## src/rtl/tempsens_host_reader.sv

```systemverilog
`default_nettype none
// ============================================================================
// Module   : tempsens_host_reader
// Purpose  : Host side of the temperature-sensor UART link. On start it sends
//            one command byte (8N1), receives a two-byte response (low, high)
//            and presents the 16-bit result with a one-cycle valid strobe.
//            Timeout and framing errors are reported as one-cycle pulses.
// Revision : 1.0  initial release
// ============================================================================
module tempsens_host_reader #(
   parameter int         CLK_FREQ = 10000,
   parameter int         BAUD     = 1000,
   parameter logic [7:0] CMD      = 8'h01,
   parameter int         TIMEOUT  = 2000
) (
   input  logic        clk,
   input  logic        reset,
   input  logic        start,
   input  logic        rx,
   output logic        tx,
   output logic        busy,
   output logic [15:0] result,
   output logic        result_valid,
   output logic        timeout_err,
   output logic        frame_err
);

   localparam int BIT_CYC  = CLK_FREQ / BAUD;
   localparam int HALF_CYC = BIT_CYC / 2;
   localparam int CW       = $clog2(BIT_CYC + 1);
   localparam int TW       = $clog2(TIMEOUT + 1);

   localparam logic [CW-1:0] C_BIT_LAST  = CW'(BIT_CYC - 1);
   localparam logic [CW-1:0] C_HALF_LAST = CW'(HALF_CYC - 1);
   localparam logic [TW-1:0] C_TO_LAST   = TW'(TIMEOUT - 1);
   localparam logic [9:0]    C_FRAME     = {1'b1, CMD, 1'b0};

   // Completion is folded into the WAIT_HI exit so that result_valid rises
   // in the same cycle busy falls.
   typedef enum logic [2:0] {
      S_IDLE    = 3'd0,
      S_SEND    = 3'd1,
      S_WAIT_LO = 3'd2,
      S_WAIT_HI = 3'd3
   } state_t;

   typedef enum logic [1:0] {
      R_HUNT  = 2'd0,
      R_START = 2'd1,
      R_DATA  = 2'd2,
      R_STOP  = 2'd3
   } rx_state_t;

   state_t    state, state_next;
   rx_state_t rx_phase;

   logic          rx_s1, rx_s2, rx_s3;
   logic [CW-1:0] rx_cnt;
   logic [2:0]    rx_bit;
   logic [7:0]    rx_shift;
   logic [CW-1:0] tx_cnt;
   logic [3:0]    tx_idx;
   logic [TW-1:0] to_cnt;
   logic [7:0]    lo_byte;

   logic rx_en, rx_fall, stop_tick, byte_ok, byte_bad, tx_last, timeout_hit;
   logic valid_next, to_next, fe_next;

   assign rx_en       = (state == S_WAIT_LO) || (state == S_WAIT_HI);
   assign rx_fall     = rx_s3 & ~rx_s2;
   assign stop_tick   = (rx_phase == R_STOP) && (rx_cnt == C_BIT_LAST);
   assign byte_ok     = stop_tick & rx_s2;
   assign byte_bad    = stop_tick & ~rx_s2;
   assign tx_last     = (state == S_SEND) && (tx_cnt == C_BIT_LAST) && (tx_idx == 4'd9);
   // A start edge seen in the same cycle as expiry takes precedence.
   assign timeout_hit = (rx_phase == R_HUNT) && !rx_fall && (to_cnt == C_TO_LAST);

   assign busy = (state != S_IDLE);
   assign tx   = (state == S_SEND) ? C_FRAME[tx_idx] : 1'b1;

   // State register.
   always_ff @(posedge clk) begin
      if (reset) state <= S_IDLE;
      else       state <= state_next;
   end

   // Next-state logic and pulse requests for the registered strobes.
   always_comb begin
      state_next = state;
      valid_next = 1'b0;
      to_next    = 1'b0;
      fe_next    = 1'b0;
      case (state)
         S_IDLE: begin
            if (start) state_next = S_SEND;
         end
         S_SEND: begin
            if (tx_last) state_next = S_WAIT_LO;
         end
         S_WAIT_LO: begin
            if (byte_bad) begin
               fe_next    = 1'b1;
               state_next = S_IDLE;
            end else if (byte_ok) begin
               state_next = S_WAIT_HI;
            end else if (timeout_hit) begin
               to_next    = 1'b1;
               state_next = S_IDLE;
            end
         end
         S_WAIT_HI: begin
            if (byte_bad) begin
               fe_next    = 1'b1;
               state_next = S_IDLE;
            end else if (byte_ok) begin
               valid_next = 1'b1;
               state_next = S_IDLE;
            end else if (timeout_hit) begin
               to_next    = 1'b1;
               state_next = S_IDLE;
            end
         end
         default: state_next = S_IDLE;
      endcase
   end

   // Output strobes, low-byte holding register and the result register.
   always_ff @(posedge clk) begin
      if (reset) begin
         result_valid <= 1'b0;
         timeout_err  <= 1'b0;
         frame_err    <= 1'b0;
         result       <= 16'h0000;
         lo_byte      <= 8'h00;
      end else begin
         result_valid <= valid_next;
         timeout_err  <= to_next;
         frame_err    <= fe_next;
         if (state == S_WAIT_LO && byte_ok) lo_byte <= rx_shift;
         if (valid_next)                    result  <= {rx_shift, lo_byte};
      end
   end

   // Command transmitter bit-period and bit-index counters.
   always_ff @(posedge clk) begin
      if (reset || state != S_SEND) begin
         tx_cnt <= '0;
         tx_idx <= 4'd0;
      end else if (tx_cnt == C_BIT_LAST) begin
         tx_cnt <= '0;
         tx_idx <= tx_idx + 4'd1;
      end else begin
         tx_cnt <= tx_cnt + CW'(1);
      end
   end

   // Response timeout counter: runs only while hunting for a start bit.
   always_ff @(posedge clk) begin
      if (reset || !rx_en || state_next != state) begin
         to_cnt <= '0;
      end else if (rx_phase != R_HUNT || rx_fall) begin
         to_cnt <= '0;
      end else begin
         to_cnt <= to_cnt + TW'(1);
      end
   end

   // Input synchronizer plus one extra stage for falling-edge detection.
   always_ff @(posedge clk) begin
      if (reset) begin
         rx_s1 <= 1'b1;
         rx_s2 <= 1'b1;
         rx_s3 <= 1'b1;
      end else begin
         rx_s1 <= rx;
         rx_s2 <= rx_s1;
         rx_s3 <= rx_s2;
      end
   end

   // Receiver: mid-start check, 8 data samples, stop sample at bit spacing.
   always_ff @(posedge clk) begin
      if (reset) begin
         rx_phase <= R_HUNT;
         rx_cnt   <= '0;
         rx_bit   <= 3'd0;
         rx_shift <= 8'h00;
      end else if (!rx_en) begin
         rx_phase <= R_HUNT;
         rx_cnt   <= '0;
         rx_bit   <= 3'd0;
      end else begin
         case (rx_phase)
            R_HUNT: begin
               // The detect cycle already counts as one cycle past the edge.
               if (rx_fall) begin
                  rx_phase <= R_START;
                  rx_cnt   <= CW'(1);
               end
            end
            R_START: begin
               if (rx_cnt == C_HALF_LAST) begin
                  rx_phase <= rx_s2 ? R_HUNT : R_DATA;
                  rx_cnt   <= '0;
                  rx_bit   <= 3'd0;
               end else begin
                  rx_cnt <= rx_cnt + CW'(1);
               end
            end
            R_DATA: begin
               if (rx_cnt == C_BIT_LAST) begin
                  rx_shift <= {rx_s2, rx_shift[7:1]};
                  rx_cnt   <= '0;
                  rx_bit   <= rx_bit + 3'd1;
                  if (rx_bit == 3'd7) rx_phase <= R_STOP;
               end else begin
                  rx_cnt <= rx_cnt + CW'(1);
               end
            end
            default: begin
               if (rx_cnt == C_BIT_LAST) begin
                  rx_phase <= R_HUNT;
                  rx_cnt   <= '0;
               end else begin
                  rx_cnt <= rx_cnt + CW'(1);
               end
            end
         endcase
      end
   end

endmodule
`default_nettype wire

```

## config.mk

```make
export PLATFORM = sky130hd
export DESIGN_NAME = tempsens_host_reader
export DESIGN_NICKNAME = d
export VERILOG_FILES = /design/src/rtl/tempsens_host_reader.sv
export SDC_FILE = /design/constraint.sdc
export NUM_CORES = 1
export LEC_CHECK = 0
export CORE_ASPECT_RATIO = 0.75
export CORE_MARGIN = 4
export CORE_UTILIZATION = 49
export CTS_BUF_LIST = sky130_fd_sc_hd__clkbuf_2 sky130_fd_sc_hd__clkbuf_4 sky130_fd_sc_hd__clkbuf_8
export DETAILED_ROUTE_END_ITERATION = 16
export PLACE_DENSITY = 0.69
export SYNTH_ARGS = -nofsm -noshare
export SYNTH_HDL_FRONTEND = slang
export SYNTH_SLANG_ARGS = --single-unit
```

## constraint.sdc

```tcl
create_clock -name clk -period 2.88 [get_ports clk]
set_input_delay 0.576 -clock clk [delete_from_list [all_inputs] [get_ports clk]]
set_output_delay 0.576 -clock clk [all_outputs]
set_load 0.01 [all_outputs]
```

==> flow_summary.json, run 1 <==
{
  "r2r_start": "rx_cnt[1]",
  "drive_above_1_share": 0.114,
  "finalClockSkew_ps": 8.91,
  "synthArstFlopShare": 0,
  "endpoint_kind": "primary output",
  "cp_slowest_cell": "or4b_2",
  "r2r-end": "to_cnt[6]",
  "wirelength_mm": 5.36,
  "ioPinCount": 25,
  "drt_iter0_drc": 97,
  "synthSimpleGateAreaFrac": 0.225,
  "max-slew-margin-rel": 0.498,
  "syn_avg_cell_area_um2": 9.96,
  "grt_overflow": 0,
  "r2r_slack_ps": 960,
  "final_max_slew_viol_count": 0,
  "ys_types": 55,
  "fp-row-count": 24,
  "cts_buffer_depth": 2,
  "cts_tree": "done",
  "finalSetupViolations": 0,
  "critPathLaunchType": "register",
  "synth_xor_area_frac": 0.0431,
  "dieHeight_um": 76.3,
  "grt_pass1_vias": 1971,
  "max_stage_delay_ps": 620,
  "cts.sinks": 70,
  "hp-start": "rx_s1",
  "synth-compound-area-share": 0.0846,
  "viasPerCell": 5.15,
  "num_antenna_cells": 0,
  "worst_pin_slew_ps": 751,
  "fmax_mhz": 399,
  "drc": 0,
  "initial_core_util": 0.515,
  "crit_type": "register to primary output",
  "nets": 343,
  "dieArea_um2": 7560,
  "yosysSeqAreaShare": 0.460,
  "p_leak_nw": 1.33,
  "area_delta_synth_final_pct": 15.1,
  "h-tree-depth": 3,
  "placed_area_um2": 3320,
  "clk_latency_ps": 350,
  "cts_hold_buf": 0,
  "synth_fp_nets": 321,
  "synth-edff-count": 0,
  "drtPass1Iterations": 4,
  "worstRegToRegCells": 6,
  "numCtsBuffers": 9,
  "track_usage": 0.156,
  "root_buffer": "clkbuf_8",
  "wl_per_cell_um": 13.0,
  "fp.dieW_um": 99.1,
  "antenna_found_initial": 0,
  "required_ps": 2300,
  "clk_pin_slew_ps": 80,
  "dr_total_vias": 2118,
  "hold_viol_final": 0,
  "yosysWarnings": 0,
  "hpwl_mm": 3.78,
  "fin_crit_ps": 2500,
  "rsz0062_at_grt": "no",
  "cap_violations": 0,
  "worstPathMaxFanout": 10,
  "min_path_cells": 1,
  "peakVddDrop_mv": 0.241,
  "n_fill_cell": 515,
  "muxShareOfSynthArea": 0.105,
  "min_to": "rx_s2",
  "grt_pass1_wl_mm": 9.64,
  "hold_path_class": "register to register",
  "p_per_area_nw_per_um2": 491,
  "worstPathCellList": "or4b_2 -> clkdlybuf4s50_1",
  "synthFlopType": "dfxtp_1",
  "fin_area_um2": 3510,
  "gp_congestion": 0.832,
  "fp.coreArea_um2": 5920,
  "io_buffers": 24,
  "cts_setup_buffers": 0,
  "synth_top_family_by_area": "simple AND/OR/NAND/NOR gates",
  "cp_data_arrival_time_ps": 1930,
  "outcome": "completed",
  "ys_ff_latch": 70,
  "grt_max_degree": 37,
  "setup_tns_ps": 0,
  "ant_nets": 0,
  "fin_crit_sh": 0.869,
  "synth_fa_ha_area_frac": 0.0452,
  "syn_area_um2": 3050,
  "netlist_instances": 306,
  "cts_resized": 0
}
-- cell type report --
cell class	instances	area [um2]	share of cell area
clock buffers	10	138	0.0393
clock inverters	6	46.3	0.0132
inverters	5	18.8	0.00535
multi-input cells	215	1540	0.440
flip-flops and latches	70	1400	0.400
well taps	78	97.6	0.0278
repair buffers	27	263	0.0749
-- cells in the mapped netlist, drive strengths merged (2+ instances only) --
cell     n  area (um2)
dfxtp   70        1400
nor2    54         205
mux2i   32         320
a211oi  11        82.6
ha      11         138
a21oi   10        53.8
buf      9        65.1
nand3    9        45.0
nor3     8        51.3
xor2     8        70.1
clkbuf   7        26.3
nand2    7        26.3
xnor2    7        61.3
inv      5        18.8
nand4    5        46.3
nand4b   5        58.8
o21ai    5        25.0
or2      5        31.3
a22oi    3        22.5
nand2b   3        26.3
and2     2        15.0
and3b    2        17.5
and4     2        17.5
nand3b   2        15.0
nor2b    2        12.5
nor3b    2        20.0
o21a     2        15.0
or3      2        12.5
or4      2        18.8
or4b     2        20.0
-- state kept, by name, summed over array words and instances (netlist names), 3 cells and up, named ones only --
register  cells
rx_shift      8
state         3
result       16
rx_cnt        4
lo_byte       8
tx_idx        4
rx_bit        3
tx_cnt        4
to_cnt       11
-- cell families (layout without fill, tap and decap cells) --
kind of cell	after synthesis	in the layout
AO/OA/AOI/OAI	37	37
XOR/XNOR	15	15
adder cells (fa/ha/maj)	11	11
buffers and inverters	21	48
flip-flops	70	70
multiplexers	32	32
other	1	1
AND/OR/NAND/NOR	119	119
-- report_power, final --
part	internal [mW]	switching (mW)
clock	0.340	0.378
sequential	0.970	0.00561
combinational	0.0139	0.0149
total	1.32	0.398
-- how the worst max path moves through the flow --
| stage | start | endpoint | slack [ps] | depth (start not counted) |
|---|---|---|---|---|
| CTS | state[0] | tx | 340 | 2 |
| global route | state[0] | tx | 290 | 2 |
| global placement | reset | register | 610 | 4 |
| finish | state[0] | tx | 380 | 2 |
| floorplan | state[1] | tx | 1130 | 2 |
| detailed placement | reset | register | 590 | 4 |
-- worst max-delay path: cells and delay by family (launching register included) --
kind,cells,cell delay (ps)
buffers and inverters,1,500
and+or+nand+nor,1,620
DFF,1,470
-- layout by cell type (no fill, tap or decap), drive strengths merged, types with 2 or more instances in the layout --
| cell | count |
|---|---|
| a211oi | 11 |
| a21oi | 10 |
| a22oi | 3 |
| and2 | 2 |
| and3b | 2 |
| and4 | 2 |
| buf | 3 |
| clkbuf | 10 |
| clkdlybuf4s50 | 24 |
| clkinv | 3 |
| clkinvlp | 2 |
| dfxtp | 70 |
| ha | 11 |
| inv | 6 |
| mux2i | 32 |
| nand2 | 7 |
| nand2b | 3 |
| nand3 | 9 |
| nand3b | 2 |
| nand4 | 5 |
| nand4b | 5 |
| nor2 | 54 |
| nor2b | 2 |
| nor3 | 8 |
| nor3b | 2 |
| o21a | 2 |
| o21ai | 5 |
| or2 | 5 |
| or3 | 2 |
| or4 | 2 |
| or4b | 2 |
| xnor2 | 7 |
| xor2 | 8 |
-- metal layers --
| metal | up-vias | wire length, um | GRT usage |
|---|---|---|---|
| met2 | 31 | 2110 | 0.209 |
| met3 | 7 | 288 | 0.0659 |
| met4 | 0 | 57 | 0.0409 |
| li1 | 1116 | - | - |
| met1 | 964 | 2910 | 0.227 |
| met5 | - | 0 | 0 |
-- metrics by stage --
stage          hold WS [ps]  instances  power [mW]  setup slack (ps)  utilization
2_1_floorplan           389        306        1.02              1130            -
3_3_place_gp            393        395        1.03               607        0.562
3_5_place_dp            406        395        1.03               591        0.562
4_1_cts                 430        411        1.75               343        0.593
5_1_grt                 450        411        1.81               289        0.593
6_report                425        411        1.72               376        0.593
(Power assumes the default switching activity.)
==> inputs of run 2 (changes only) <==
- CORE_UTILIZATION: 49 -> 64
- CTS_CLUSTER_SIZE: default -> 16
- PLACE_DENSITY: 0.69 -> 0.87
==> run 2 against run 1 <==
  * Combinational power about the same
  * Clock power decreased by 4.0%
  * Largest power group unchanged
  * Cell count decreased by 5.4%
  * Largest cell class unchanged
  * Worst setup slack got worse by 61 ps
  * Core utilization increased by 17 points
  * Non-clock buffer count decreased by 1
==> flow_summary.json, run 2 (synthesized netlist as in run 1, its figures left out) <==
{
  "max-slew-margin-rel": 0.470,
  "cp_slowest_cell": "or4b_2",
  "outcome": "completed",
  "dieHeight_um": 67.8,
  "timing.critical_path.buf_inv": 1,
  "io_buffers": 24,
  "cap_violations": 0,
  "r2r-end": "state[1]",
  "fp.coreArea_um2": 4520,
  "largest_register": "result",
  "initial_core_util": 0.674,
  "worstPathCellList": "or4b_2 -> clkdlybuf4s50_1",
  "root_buffer": "clkbuf_8",
  "cp.depth": 2,
  "ioPinCount": 25,
  "viasPerCell": 5.69,
  "endpoint": "tx",
  "hold_path_class": "register to register",
  "cts_tree": "done",
  "cts_hold_buf": 0,
  "max_stage_delay_ps": 730,
  "multi_input_area_um2": 1540,
  "worst_pin_slew_ps": 794,
  "drive_above_1_share": 0.111,
  "path_delay_family": "simple AND/OR/NAND/NOR gates",
  "peakVddDrop_mv": 0.396,
  "placed_cells": 373,
  "gp_congestion": 0.820,
  "fin_crit_ps": 2570,
  "hold_viol_final": 0,
  "dr_total_vias": 2212,
  "num_antenna_cells": 0,
  "cts_resized": 0,
  "critical_path.startpoint": "state[1]",
  "cp_data_arrival_time_ps": 1990,
  "worstPathMaxFanout": 14,
  "cts_setup_buffers": 0,
  "r2r_slack_ps": 860,
  "drc": 0,
  "p_per_area_nw_per_um2": 489,
  "cts.sinks": 70,
  "n_fill_cell": 320,
  "finalSetupViolations": 0,
  "largest_reg_flops": 16,
  "ant_nets": 0,
  "track_usage": 0.211,
  "required_ps": 2300,
  "fp-row-count": 21,
  "clk_pin_slew_ps": 70,
  "crit_type": "register to primary output",
  "final-seq-area_um2": 1400,
  "wl_per_cell_um": 14.6,
  "endpoint_kind": "primary output",
  "grt_pass1_wl_mm": 9.57,
  "fin_crit_sh": 0.891,
  "fmax_mhz": 390,
  "critPathLaunchType": "register",
  "numCtsBuffers": 9,
  "worstRegToRegCells": 6,
  "p_leak_nw": 1.33,
  "rsz0062_at_grt": "no",
  "grt_overflow": 0,
  "final_cells": 389,
  "mostFrequentLayoutCells": "dfxtp_1, nor2_1, mux2i_1",
  "finalClockSkew_ps": 5.55,
  "r2r_start": "rx_cnt[1]",
  "clk_latency_ps": 340,
  "grt_pass1_vias": 2042,
  "grt_max_degree": 37,
  "final_max_slew_viol_count": 0,
  "timing.final.ws_setup_ps": 315,
  "wirelength_mm": 5.68,
  "hpwl_mm": 3.99,
  "nets": 342,
  "setup_tns_ps": 0,
  "cts_buffer_depth": 2,
  "antenna_found_initial": 0,
  "drt_iter0_drc": 113,
  "dp_slack_ps": 559,
  "h-tree-depth": 3,
  "drtPass1Iterations": 4,
  "top_regs": "result (16), to_cnt (11)",
  "fp.dieW_um": 87.7,
  "final_common_cell": "dfxtp_1",
  "area_delta_synth_final_pct": 13.7,
  "dieArea_um2": 5940
}
-- run 2: cell types whose count changed in the layout (fill, tap and decap cells not counted) --
cell,delta
clkinv_2,+3
buf_4,-1
inv_6,-1
clkinvlp_4,-2
-- run 2: report_power, final --
part | internal (mW) | switching (mW) | leakage (nW)
Clock | 0.332 | 0.356 | 0.0958
Combinational | 0.0139 | 0.0151 | 0.671
Sequential | 0.971 | 0.00607 | 0.565
Total | 1.32 | 0.377 | 1.33
-- run 2: per-stage QoR --
step | cell area [um2] | utilization | hold slack, ps | power (mW)
floorplan | 3050 | - | 389 | 1.02
global placement | 3290 | 0.728 | 395 | 1.03
global route | 3460 | 0.766 | 463 | 1.76
finish | 3460 | 0.766 | 436 | 1.69
CTS | 3460 | 0.766 | 450 | 1.71
detailed placement | 3290 | 0.728 | 431 | 1.03
-- run 2: layout make-up --
cell class,instances,share of cell area
sequential,70,0.405
multi-input combinational,215,0.445
timing repair buffer,26,0.0737
tap,57,0.0206
clock inverter,6,0.0108
inverter,5,0.00542
clock buffer,10,0.0397
-- run 2: how the worst min path moves through the flow --
stage	start	end	slack, ps	cells past startpoint
floorplan	rx_s1	rx_s2	390	1
global placement	rx_s1	rx_s2	390	1
detailed placement	rx_s1	rx_s2	430	1
CTS	rx_s1	rx_s2	450	1
global route	rx_s1	rx_s2	460	1
finish	rx_s1	rx_s2	440	1
-- run 2: routing by layer --
metal / global-route usage / share of wire / vias to the layer above
li1: - / - / 1112
met1: 0.276 / 0.48 / 1046
met2: 0.327 / 0.46 / 47
met3: 0.0744 / 0.044 / 7
met4: 0.0632 / 0.014 / 0
met5: 0 / 0 / -
==> inputs of run 3 (changes only) <==
- CTS_CLUSTER_SIZE: 16 -> 12
==> results of run 3 <==
The final DEF is identical to that of run 2; final timing and power are the same.
